[src/rtl/xt_macro_seq_pkg.sv]
// xt_macro_seq_pkg: instruction field layout, macro/uop encodings, sequence lengths and FSM states.
package xt_macro_seq_pkg;
  localparam int HBIT_ADDR = 14;
  localparam int HBIT_DATA = 31;
  localparam int SET_HI = 31, SET_LO = 29, OPC_HI = 28, OPC_LO = 23;
  localparam int RA_HI = 22, RA_LO = 19, RB_HI = 18, RB_LO = 15, IMM_HI = 14, IMM_LO = 0;
  typedef logic [HBIT_ADDR:0] addr_t;
  typedef logic [HBIT_DATA:0] data_t;
  typedef logic [2:0] iset_t;
  typedef logic [5:0] opc_t;
  typedef logic [3:0] reg_t;
  localparam iset_t INSTRSET_RU = 3'd0, INSTRSET_RS = 3'd1, INSTRSET_IU = 3'd2;
  localparam iset_t INSTRSET_IS = 3'd3, INSTRSET_SR = 3'd4, INSTRSET_ISA = 3'd7;
  localparam opc_t OPC_PUSH = 6'd0, OPC_POP = 6'd1, OPC_JSR = 6'd2, OPC_JSRI = 6'd3;
  localparam opc_t OPC_BSR = 6'd4, OPC_BSRI = 6'd5, OPC_RET = 6'd6;
  // Register-target jumps/branches use the RU set, immediate targets the SR set.
  localparam opc_t UOPC_ADD = 6'h01, UOPC_SUB = 6'h02, UOPC_LD = 6'h10, UOPC_ST = 6'h11;
  localparam opc_t UOPC_JMP = 6'h20, UOPC_BRA = 6'h21, UOPC_TRAP = 6'h3E;
  localparam logic [2:0] SEQLEN_PUSH = 3'd2, SEQLEN_POP = 3'd2, SEQLEN_JSR = 3'd3;
  localparam logic [2:0] SEQLEN_BSR = 3'd3, SEQLEN_RET = 3'd3;
  localparam data_t UOP_TRAP_ILLEGAL = {INSTRSET_SR, UOPC_TRAP, 4'd0, 4'd0, 15'd0};
  typedef enum logic {ST_IDLE, ST_EXPAND} state_t;
  function automatic data_t mk_uop(iset_t s, opc_t o, reg_t a, reg_t b, addr_t m);
    return {s, o, a, b, m};
  endfunction
endpackage

[src/rtl/xt_macro_seq_if.sv]
// xt_macro_seq_if: fetch-side inputs and decode-side outputs of the macro sequencer.
interface xt_macro_seq_if;
  import xt_macro_seq_pkg::*;
  addr_t iw_pc;
  data_t iw_instr;
  logic iw_flush;
  logic iw_stall;
  addr_t ow_pc;
  data_t ow_instr;
  logic ow_stall_up;
  logic ow_busy;
  modport master(output iw_pc, iw_instr, iw_flush, iw_stall, input ow_pc, ow_instr, ow_stall_up, ow_busy);
  modport slave(input iw_pc, iw_instr, iw_flush, iw_stall, output ow_pc, ow_instr, ow_stall_up, ow_busy);
endinterface

[src/rtl/xt_macro_seq_uop_rom.sv]
// xt_uop_rom: combinational macro -> micro-op table; unknown opcodes give NOP,
// or UOP_TRAP_ILLEGAL when XT_SEQ_ILLEGAL_TRAP_EN is defined.
module xt_uop_rom
  import xt_macro_seq_pkg::*;
#(
  parameter int SP_REG = 15,
  parameter int LR_REG = 14,
  parameter int STEP_W = 2
) (
  input  opc_t              opc,
  input  reg_t              ra,
  input  reg_t              rb,
  input  addr_t             imm,
  input  logic [STEP_W-1:0] step,
  input  addr_t             pc,
  output data_t             uop,
  output logic [2:0]        len
);
  localparam reg_t SP = reg_t'(SP_REG);
  localparam reg_t LR = reg_t'(LR_REG);
`ifdef XT_SEQ_ILLEGAL_TRAP_EN
  localparam data_t UNKNOWN_UOP = UOP_TRAP_ILLEGAL;
`else
  localparam data_t UNKNOWN_UOP = '0;
`endif
  logic s0, s1;
  data_t sub_sp, add_sp, st_rs, st_ret, ld_rd, ld_lr, jmp_imm, jmp_rb, jmp_lr, bra_imm, bra_rb;
  assign s0 = step == '0;
  assign s1 = step == STEP_W'(1);
  assign sub_sp = mk_uop(INSTRSET_IU, UOPC_SUB, SP, SP, 15'd1);
  assign add_sp = mk_uop(INSTRSET_IU, UOPC_ADD, SP, SP, 15'd1);
  assign st_rs = mk_uop(INSTRSET_RS, UOPC_ST, ra, SP, '0);
  assign st_ret = mk_uop(INSTRSET_IS, UOPC_ST, 4'd0, SP, pc + addr_t'(1));
  assign ld_rd = mk_uop(INSTRSET_RS, UOPC_LD, ra, SP, '0);
  assign ld_lr = mk_uop(INSTRSET_RS, UOPC_LD, LR, SP, '0);
  assign jmp_imm = mk_uop(INSTRSET_SR, UOPC_JMP, 4'd0, 4'd0, imm);
  assign jmp_rb = mk_uop(INSTRSET_RU, UOPC_JMP, 4'd0, rb, '0);
  assign jmp_lr = mk_uop(INSTRSET_RU, UOPC_JMP, 4'd0, LR, '0);
  assign bra_imm = mk_uop(INSTRSET_SR, UOPC_BRA, 4'd0, 4'd0, imm);
  assign bra_rb = mk_uop(INSTRSET_RU, UOPC_BRA, 4'd0, rb, '0);
  always_comb begin
    len = 3'd1;
    uop = UNKNOWN_UOP;
    case (opc)
      OPC_PUSH: begin len = SEQLEN_PUSH; uop = s0 ? sub_sp : st_rs; end
      OPC_POP: begin len = SEQLEN_POP; uop = s0 ? ld_rd : add_sp; end
      OPC_JSR, OPC_JSRI: begin
        len = SEQLEN_JSR;
        uop = s0 ? sub_sp : s1 ? st_ret : (opc == OPC_JSR ? jmp_imm : jmp_rb);
      end
      OPC_BSR, OPC_BSRI: begin
        len = SEQLEN_BSR;
        uop = s0 ? sub_sp : s1 ? st_ret : (opc == OPC_BSR ? bra_imm : bra_rb);
      end
      OPC_RET: begin len = SEQLEN_RET; uop = s0 ? ld_lr : s1 ? add_sp : jmp_lr; end
      default: ;
    endcase
  end
endmodule

[src/rtl/xt_macro_seq.sv]
// xt_macro_seq: translate-stage sequencer expanding ISA macros into micro-op sequences;
// unknown-opcode handling selected by XT_SEQ_ILLEGAL_TRAP_EN (see xt_uop_rom).
module xt_macro_seq
  import xt_macro_seq_pkg::*;
#(
  parameter int SP_REG = 15,
  parameter int LR_REG = 14,
  parameter int STEP_W = 2
) (
  input logic         iw_clk,
  input logic         iw_rst,
  xt_macro_seq_if.slave sif
);
  state_t state;
  logic [STEP_W-1:0] step;
  data_t mac, cur, uop;
  addr_t mac_pc, cur_pc;
  logic [2:0] len;
  logic idle;
  assign idle = state == ST_IDLE;
  // In IDLE the fetch word is decoded directly, so uop0 leaves on the capture edge.
  assign cur = idle ? sif.iw_instr : mac;
  assign cur_pc = idle ? sif.iw_pc : mac_pc;
  assign sif.ow_stall_up = sif.iw_stall | !idle;
  assign sif.ow_busy = !idle;
  xt_uop_rom #(.SP_REG(SP_REG), .LR_REG(LR_REG), .STEP_W(STEP_W)) u_rom (
    .opc (cur[OPC_HI:OPC_LO]),
    .ra  (cur[RA_HI:RA_LO]),
    .rb  (cur[RB_HI:RB_LO]),
    .imm (cur[IMM_HI:IMM_LO]),
    .step(step),
    .pc  (cur_pc),
    .uop (uop),
    .len (len)
  );
  always_ff @(posedge iw_clk or posedge iw_rst)
    if (iw_rst) begin
      state <= ST_IDLE;
      step <= '0;
      mac <= '0;
      mac_pc <= '0;
      sif.ow_pc <= '0;
      sif.ow_instr <= '0;
    end else if (sif.iw_flush) begin
      state <= ST_IDLE;
      step <= '0;
      sif.ow_pc <= '0;
      sif.ow_instr <= '0;
    end else if (!sif.iw_stall) begin
      sif.ow_pc <= cur_pc;
      if (idle && cur[SET_HI:SET_LO] != INSTRSET_ISA) sif.ow_instr <= cur;
      else begin
        sif.ow_instr <= uop;
        if (idle) begin
          mac <= cur;
          mac_pc <= cur_pc;
        end
        if (3'(step) == len - 3'd1) begin
          state <= ST_IDLE;
          step <= '0;
        end else begin
          state <= ST_EXPAND;
          step <= step + 1'b1;
        end
      end
    end
endmodule

[src/flat_wrapper.sv]
// flat-port wrapper written by rule: the top's interface ports become plain ports
module xt_macro_seq_flat import xt_macro_seq_pkg::*;
#(
  parameter int SP_REG = 15,
  parameter int LR_REG = 14,
  parameter int STEP_W = 2
)
  (iw_clk, iw_rst, sif_iw_pc, sif_iw_instr, sif_iw_flush, sif_iw_stall, sif_ow_pc, sif_ow_instr, sif_ow_stall_up, sif_ow_busy);
  xt_macro_seq_if sif_i ();
  input logic iw_clk;
  input logic iw_rst;
  input wire logic [$bits(sif_i.iw_pc)-1:0] sif_iw_pc;
  input wire logic [$bits(sif_i.iw_instr)-1:0] sif_iw_instr;
  input wire logic [$bits(sif_i.iw_flush)-1:0] sif_iw_flush;
  input wire logic [$bits(sif_i.iw_stall)-1:0] sif_iw_stall;
  output wire logic [$bits(sif_i.ow_pc)-1:0] sif_ow_pc;
  output wire logic [$bits(sif_i.ow_instr)-1:0] sif_ow_instr;
  output wire logic [$bits(sif_i.ow_stall_up)-1:0] sif_ow_stall_up;
  output wire logic [$bits(sif_i.ow_busy)-1:0] sif_ow_busy;
  assign sif_i.iw_pc = sif_iw_pc;
  assign sif_i.iw_instr = sif_iw_instr;
  assign sif_i.iw_flush = sif_iw_flush;
  assign sif_i.iw_stall = sif_iw_stall;
  assign sif_ow_pc = sif_i.ow_pc;
  assign sif_ow_instr = sif_i.ow_instr;
  assign sif_ow_stall_up = sif_i.ow_stall_up;
  assign sif_ow_busy = sif_i.ow_busy;
  xt_macro_seq #(.SP_REG(SP_REG), .LR_REG(LR_REG), .STEP_W(STEP_W)) u_core (.iw_clk(iw_clk), .iw_rst(iw_rst), .sif(sif_i));
endmodule
[config.mk]
export PLATFORM = sky130hd
export DESIGN_NAME = xt_macro_seq_flat
export DESIGN_NICKNAME = d
export VERILOG_FILES = /design/src/rtl/xt_macro_seq_pkg.sv /design/src/rtl/xt_macro_seq_if.sv /design/src/rtl/xt_macro_seq_uop_rom.sv /design/src/rtl/xt_macro_seq.sv /design/src/flat_wrapper.sv
export SDC_FILE = /design/constraint.sdc
export NUM_CORES = 1
export LEC_CHECK = 0
export ABC_AREA = 1
export CAP_MARGIN = 20
export CORE_AREA = 2 2 146 105
export CTS_CLUSTER_DIAMETER = 80
export DETAILED_ROUTE_END_ITERATION = 8
export DIE_AREA = 0 0 148 107
export PLACE_DENSITY = 0.69
export SYNTH_ARGS = -nofsm -noshare
export SYNTH_HDL_FRONTEND = slang
export SYNTH_SLANG_ARGS = --single-unit
[constraint.sdc]
create_clock -name iw_clk -period 3.2 [get_ports iw_clk]
set_input_delay 0.8 -clock iw_clk [delete_from_list [all_inputs] [get_ports iw_clk]]
set_output_delay 0.8 -clock iw_clk [all_outputs]
set_load 0.005 [all_outputs]
=== Word-level counts from Yosys, hierarchy flattened ===
Index checks and enable logic that the tools add are counted.

* Flip-flop bits (word level): 97
* Output and inout port bits: 49
* Input bits: 51

* Bitwise logic cells: 5
* Muxes and demuxes: 27
* Add/sub/neg operators: 3
* Reductions and logical operators: 9
* Eq/ne operators: 11

{| class="wikitable"
|+ Operator list
! operator !! number
|-
| $mux 32 || 10
|-
| $pmux 32 s5 || 1
|-
| $mux 31 || 4
|-
| $mux 15 || 3
|-
| $eq 6x3->1 const B || 3
|-
| $add 15x1->15 const B || 1
|-
| $eq 6x2->1 const B || 2
|-
| $mux 2 || 4
|-
| $eq 6x1->1 const B || 1
|-
| $logic_not 6->1 || 1
|-
| $reduce_or 2->1 || 3
|-
| $reduce_or 5->1 || 1
|-
| $mux 1 || 4
|-
| $ne 2x2->1 const B || 2
|-
| $not 1->1 || 4
|-
| $pmux 2 s2 || 1
|-
| $reduce_and 4->1 || 1
|-
| $eq 2x3->1 || 1
|-
| $ne 3x3->1 const B || 1
|-
| $sub 2x1->3 const B || 1
|-
| $add 2x1->2 const B || 1
|-
| $eq 2x1->1 const B || 1
|-
| $logic_not 2->1 || 1
|-
| $reduce_and 2->1 || 1
|-
| 2 further kinds || 2
|}

=== Logic depth before layout (Yosys ltp) ===
* Depth in word-level cells: 10
* Depth in mapped cells: 16
* Gate-level depth less buffers: 14

=== By module ===
A second synthesis with hierarchy kept.

* Cell total of the unflattened synthesis: 869
* Area, all modules: 5,841.9 µm²

{| class="wikitable"
|+ Modules (own cells, without submodules)
! module !! cells each !! times used !! sequential area each (µm²) !! area each (µm²)
|-
| xt_macro_seq || 614 || 1 || 2,352.3 || 4,588.2
|-
| xt_uop_rom || 255 || 1 || 0.0 || 1,253.7
|}

=== Worst setup path before layout ===
Ideal clock, no wire load.

* Kind: reg2reg
* From: register u_core.state (netlist: u_core.sif.ow_busy)
* To: register u_core.sif.ow_instr[8]
* Cell stages (with the launch flop): 17
* Setup slack: 1.152 ns
* Arrival time: 1.970 ns
* Library setup time: 0.077 ns
* Cells stage by stage: dfrtp_1 buf_6 buf_6 buf_6 nand2_1 o21ai_2 inv_1 ha_1 nand3_1 inv_1 nand2_1 nand2_1 nand2_1 nand2_1 nand2_1 nand2_1 a21oi_1

{| class="wikitable"
|+ RTL lines
! element !! line !! RTL
|-
| from (decl) || xt_macro_seq.sv:14 || <nowiki>state_t state;</nowiki>
|-
| from (signal assigned) || xt_macro_seq.sv:38 || <nowiki>state <= ST_IDLE;</nowiki>
|-
| from (signal assigned) || xt_macro_seq.sv:45 || <nowiki>state <= ST_IDLE;</nowiki>
|-
| from (signal assigned) || xt_macro_seq.sv:59 || <nowiki>state <= ST_IDLE;</nowiki>
|-
| $mux 15 (*) || xt_macro_seq.sv:23 || <nowiki>assign cur_pc = idle ? sif.iw_pc : mac_pc;</nowiki>
|-
| net u_core.cur_pc[0] || xt_macro_seq.sv:17 || <nowiki>addr_t mac_pc, cur_pc;</nowiki>
|-
| $add 15x1->15 (*) || xt_macro_seq_uop_rom.sv:33 || <nowiki>assign st_ret = mk_uop(INSTRSET_IS, UOPC_ST, 4'd0, SP, pc + addr_t'(1));</nowiki>
|-
| $mux 32 (on tied branches) (2 in series) || xt_macro_seq_uop_rom.sv:53, xt_macro_seq_uop_rom.sv:49 ||
|-
| $pmux 32 s5 (*) || xt_macro_seq_uop_rom.sv:44 || <nowiki>case (opc)</nowiki>
|-
| $mux 32 (*) || xt_macro_seq.sv:51 || <nowiki>if (idle && cur[SET_HI:SET_LO] != INSTRSET_ISA) sif.ow_instr <= cur;</nowiki>
|-
| $mux 32 (*) || xt_macro_seq.sv:49 || <nowiki>end else if (!sif.iw_stall) begin</nowiki>
|-
| $mux 32 (*) || xt_macro_seq.sv:44 || <nowiki>end else if (sif.iw_flush) begin</nowiki>
|-
| to (signal assigned) || xt_macro_seq.sv:51 ||
|-
| to (signal assigned) || xt_macro_seq.sv:53 || <nowiki>sif.ow_instr <= uop;</nowiki>
|-
| to (decl) || xt_macro_seq_if.sv:13 || <nowiki>modport slave(input iw_pc, iw_instr, iw_flush, iw_stall, output ow_pc, ow_instr, ow_stall_up, ow_busy);</nowiki>
|}

Mark *: on every way through the listed nets, which the timed path passes. The rest lies on a longest branch. The select of a mux whose other input is x is not followed.
A chain may end at the register's enable or synchronous reset.

=== Worst setup path after layout ===
* From: input sif_iw_stall
* To: output sif_ow_stall_up

* Longest elaborated chain between the ends: 1

{| class="wikitable"
|+ RTL lines
! element !! line !! RTL
|-
| from (decl) || flat_wrapper.sv:15 || <nowiki>input wire logic [$bits(sif_i.iw_stall)-1:0] sif_iw_stall;</nowiki>
|-
| $or 1x1->1 || xt_macro_seq.sv:24 || <nowiki>assign sif.ow_stall_up = sif.iw_stall | !idle;</nowiki>
|-
| to (decl) || flat_wrapper.sv:18 || <nowiki>output wire logic [$bits(sif_i.ow_stall_up)-1:0] sif_ow_stall_up;</nowiki>
|}

No other way between the ends.

==> flow_summary.toml <==
[status]
status = "complete, no violations"

[sta]
worst_pin_slew_ns = 0.599
slew_headroom_pct = 60.0
post-route-period-util_pct = 88.6
drv_slew = 0
hold_viol_final = 0
finalSetupViolCount = 0
rsz0062_at_grt = "false"
layout_min_cycle_time_ns = 2.83
setup_tns_ns = 0
finClkSkew_ns = 0.0106
max_freq_mhz = 353

[drt]
detail_route.vias_per_cell = 5.02
routed-via-count = 6182
wl_per_cell_um = 14.5
drtAntennaViolNets = 0
wl_mm = 17.8
drt_iter0_markers = 431
drc = 0
dr.pass1.iters = 5

[floorplanning]
rows = 37
die_area_um2 = 15800
die-height_um = 107
start_util_pct = 43.0
die_width_um = 148
pin_count = 100
core_um2 = 14400

[place]
io_buffers = 99
dpl_cell_area_um2 = 7410
gp_congestion = 0.919
dp_hpwl_mm = 13.1

[global_routing]
grt_start_max_net_pins = 50
grt_overflow = 0
grt_pass1_wl_mm = 29.5
grt.total_usage_pct = 23.3
antenna_found_initial = 0
grt_pass1_vias = 5857

[setup_path]
critPathMostFrequentCell = "clkdlybuf4s50_1"
crit_start = "sif_iw_stall"
required_ns = 2.40
cp.arrival_ns = 2.03
start_kind = "input port"
path_class = "input port to primary output"
crit_fanout = 3
r2r-end = "u_core.sif.ow_instr[7]"
crit_end = "sif_ow_stall_up"
r2r_slack_ns = 0.72
critical_path.cell_chain = "clkdlybuf4s50_1, nor2_1, inv_1, clkdlybuf4s50_1"
end_kind = "primary output"
critPathSlowestCell = "clkdlybuf4s50_1"
r2r_cells = 12
max_stage_delay_ns = 0.52
reg2reg_from = "u_core.sif.ow_busy"

[cts]
cts_tree = "built"
ctsHoldBuffers = 0
cts_resized = 0
clock_path_buffers = 2
post-cts-setup-buffers = 0
cts-root-buf = "clkbuf_16"
ctsHtreeMaxLevel = 3
worstSkewPairLatency_ns = 0.35
clkTransAtPathRegs_ns = 0.07
cts.sinks = 97
numCtsBuffers = 9

[power]
power_leakage_nw = 3.96
ir_worst_vdd_uv = 263
p_per_area_nw_per_um2 = 427

[layout]
diodes = 0
finalInstanceArea_um2 = 7720
num-nets-final = 1087
layout_commonest_cell = "nand2_1"
drive_above_1_share_pct = 8.68
syn2layout_area_growth_pct = 24.2
mostFrequentLayoutCells = "396 x nand2_1, 99 x clkdlybuf4s50_1, 96 x dfrtp_1"
postLayoutCoreUtil_pct = 53.4

[yosys]
synth_top_cells_by_area = "dfrtp_1 39%, nand2_1 24%, inv_1 5.6%"
synth_nets = 995
synth_cell_types = 34
syn-instance-count = 941
synth.avg_cell_area_um2 = 6.60
synth.cell_area_um2 = 6210
synth_warnings = 0
synth_top_area_cell = "dfrtp_1"
synth_seq_cells = 97
synth_top_area_share_pct = 39.1
ys_seq_area_share_pct = 39.1

[flow_run]
cap_violations = 0

[min_path]
hp-class = "flip-flop to flip-flop"
==> report_power, final <==
part / internal, mW / switching (mW) / total [mW] / leakage, nW
registers: 1.42 / 0.0983 / 1.51 / 1.21
clock network: 0.680 / 0.471 / 1.15 / 0.149
logic: 0.286 / 0.347 / 0.633 / 2.60
total: 2.38 / 0.916 / 3.30 / 3.96
==> state kept, by name, indices dropped and copies added, names as in the netlist <==
register	count
u_core.mac_pc	15
u_core.sif.ow_instr	32
u_core.mac	32
u_core.step	2
u_core.sif.ow_pc	15
u_core.sif.ow_busy	1
==> layer usage <==
| metal | up-vias | global-route usage, % | share of wire [%] |
|---|---|---|---|
| met2 | 196 | 36.1 | 43 |
| met3 | 31 | 4.51 | 5.7 |
| met5 | - | 0 | 0 |
| li1 | 3109 | - | - |
| met1 | 2846 | 33.5 | 49 |
| met4 | 0 | 6.19 | 1.7 |
==> worst max-delay path: cells and delay by family <==
family	cells	cell delay (ns)
buf+inv	3	1.18
simple gates	1	0.05
==> layout make-up <==
cell class	instances	area (um^2)
Timing Repair Buffer	121	1190
Sequential cell	97	2430
Multi-Input combinational cell	707	3180
Inverter	97	368
Tap cell	195	244
Clock inverter	4	70.1
Clock buffer	11	233
Fill cell	1457	6730
==> worst min-delay path by stage <==
| stage | startpoint | end | slack, ns | depth (start not counted) |
|---|---|---|---|---|
| floorplan | u_core.mac[29] | u_core.mac[29] | 0.42 | 2 |
| detailed placement | u_core.mac[31] | u_core.mac[31] | 0.45 | 1 |
| global route | u_core.mac[9] | u_core.mac[9] | 0.49 | 2 |
| finish | u_core.mac[30] | u_core.mac[30] | 0.47 | 1 |
| CTS | u_core.mac[31] | u_core.mac[31] | 0.47 | 1 |
| global placement | u_core.mac[1] | u_core.mac[1] | 0.45 | 2 |
==> Yosys cell counts <==
| master | n |
|---|---|
| buf_4 | 5 |
| or2_0 | 1 |
| nor3_2 | 1 |
| a31oi_1 | 2 |
| nor2_2 | 7 |
| nand4_4 | 1 |
| o211ai_1 | 1 |
| clkinv_1 | 1 |
| nor2_8 | 1 |
| nand3_1 | 68 |
| dfrtp_1 | 97 |
| clkbuf_1 | 15 |
| xor2_1 | 4 |
| nor2_1 | 65 |
| inv_2 | 3 |
| o21ai_0 | 69 |
| a21oi_1 | 24 |
| xnor2_1 | 1 |
| nand4_1 | 3 |
| buf_8 | 1 |
| buf_6 | 6 |
| ha_1 | 3 |
| nand2_1 | 396 |
| nand2_2 | 20 |
| buf_2 | 12 |
| buf_1 | 1 |
| o21ai_1 | 13 |
| nor2_4 | 5 |
| o21ai_2 | 1 |
| a32o_1 | 2 |
| a21oi_2 | 9 |
| or2_2 | 5 |
| inv_1 | 93 |
| nand3b_1 | 5 |
==> metrics by stage <==
step                total power, mW  std cells  hold slack (ns)  worst slack [ns]
detailed placement             2.17       1217            0.454             0.380
floorplan                      1.88        941            0.423              1.15
global route                   3.48       1232            0.488             0.312
CTS                            3.32       1232            0.470             0.372
global placement               2.16       1217            0.454             0.362
finish                         3.30       1232            0.469             0.365
==> cell families after synthesis <==
| kind of cell | Yosys count | share of synthesized area, % |
|---|---|---|
| and+or+nand+nor | 578 | 39.3 |
| buffers and inverters | 137 | 9.73 |
| AOI/OAI and AO/OA | 121 | 10.6 |
| DFF | 97 | 39.1 |
| xor gates and xnor gates | 5 | 0.705 |
| adders and majority gates | 3 | 0.604 |
Power figures use the tool's default switching activity.
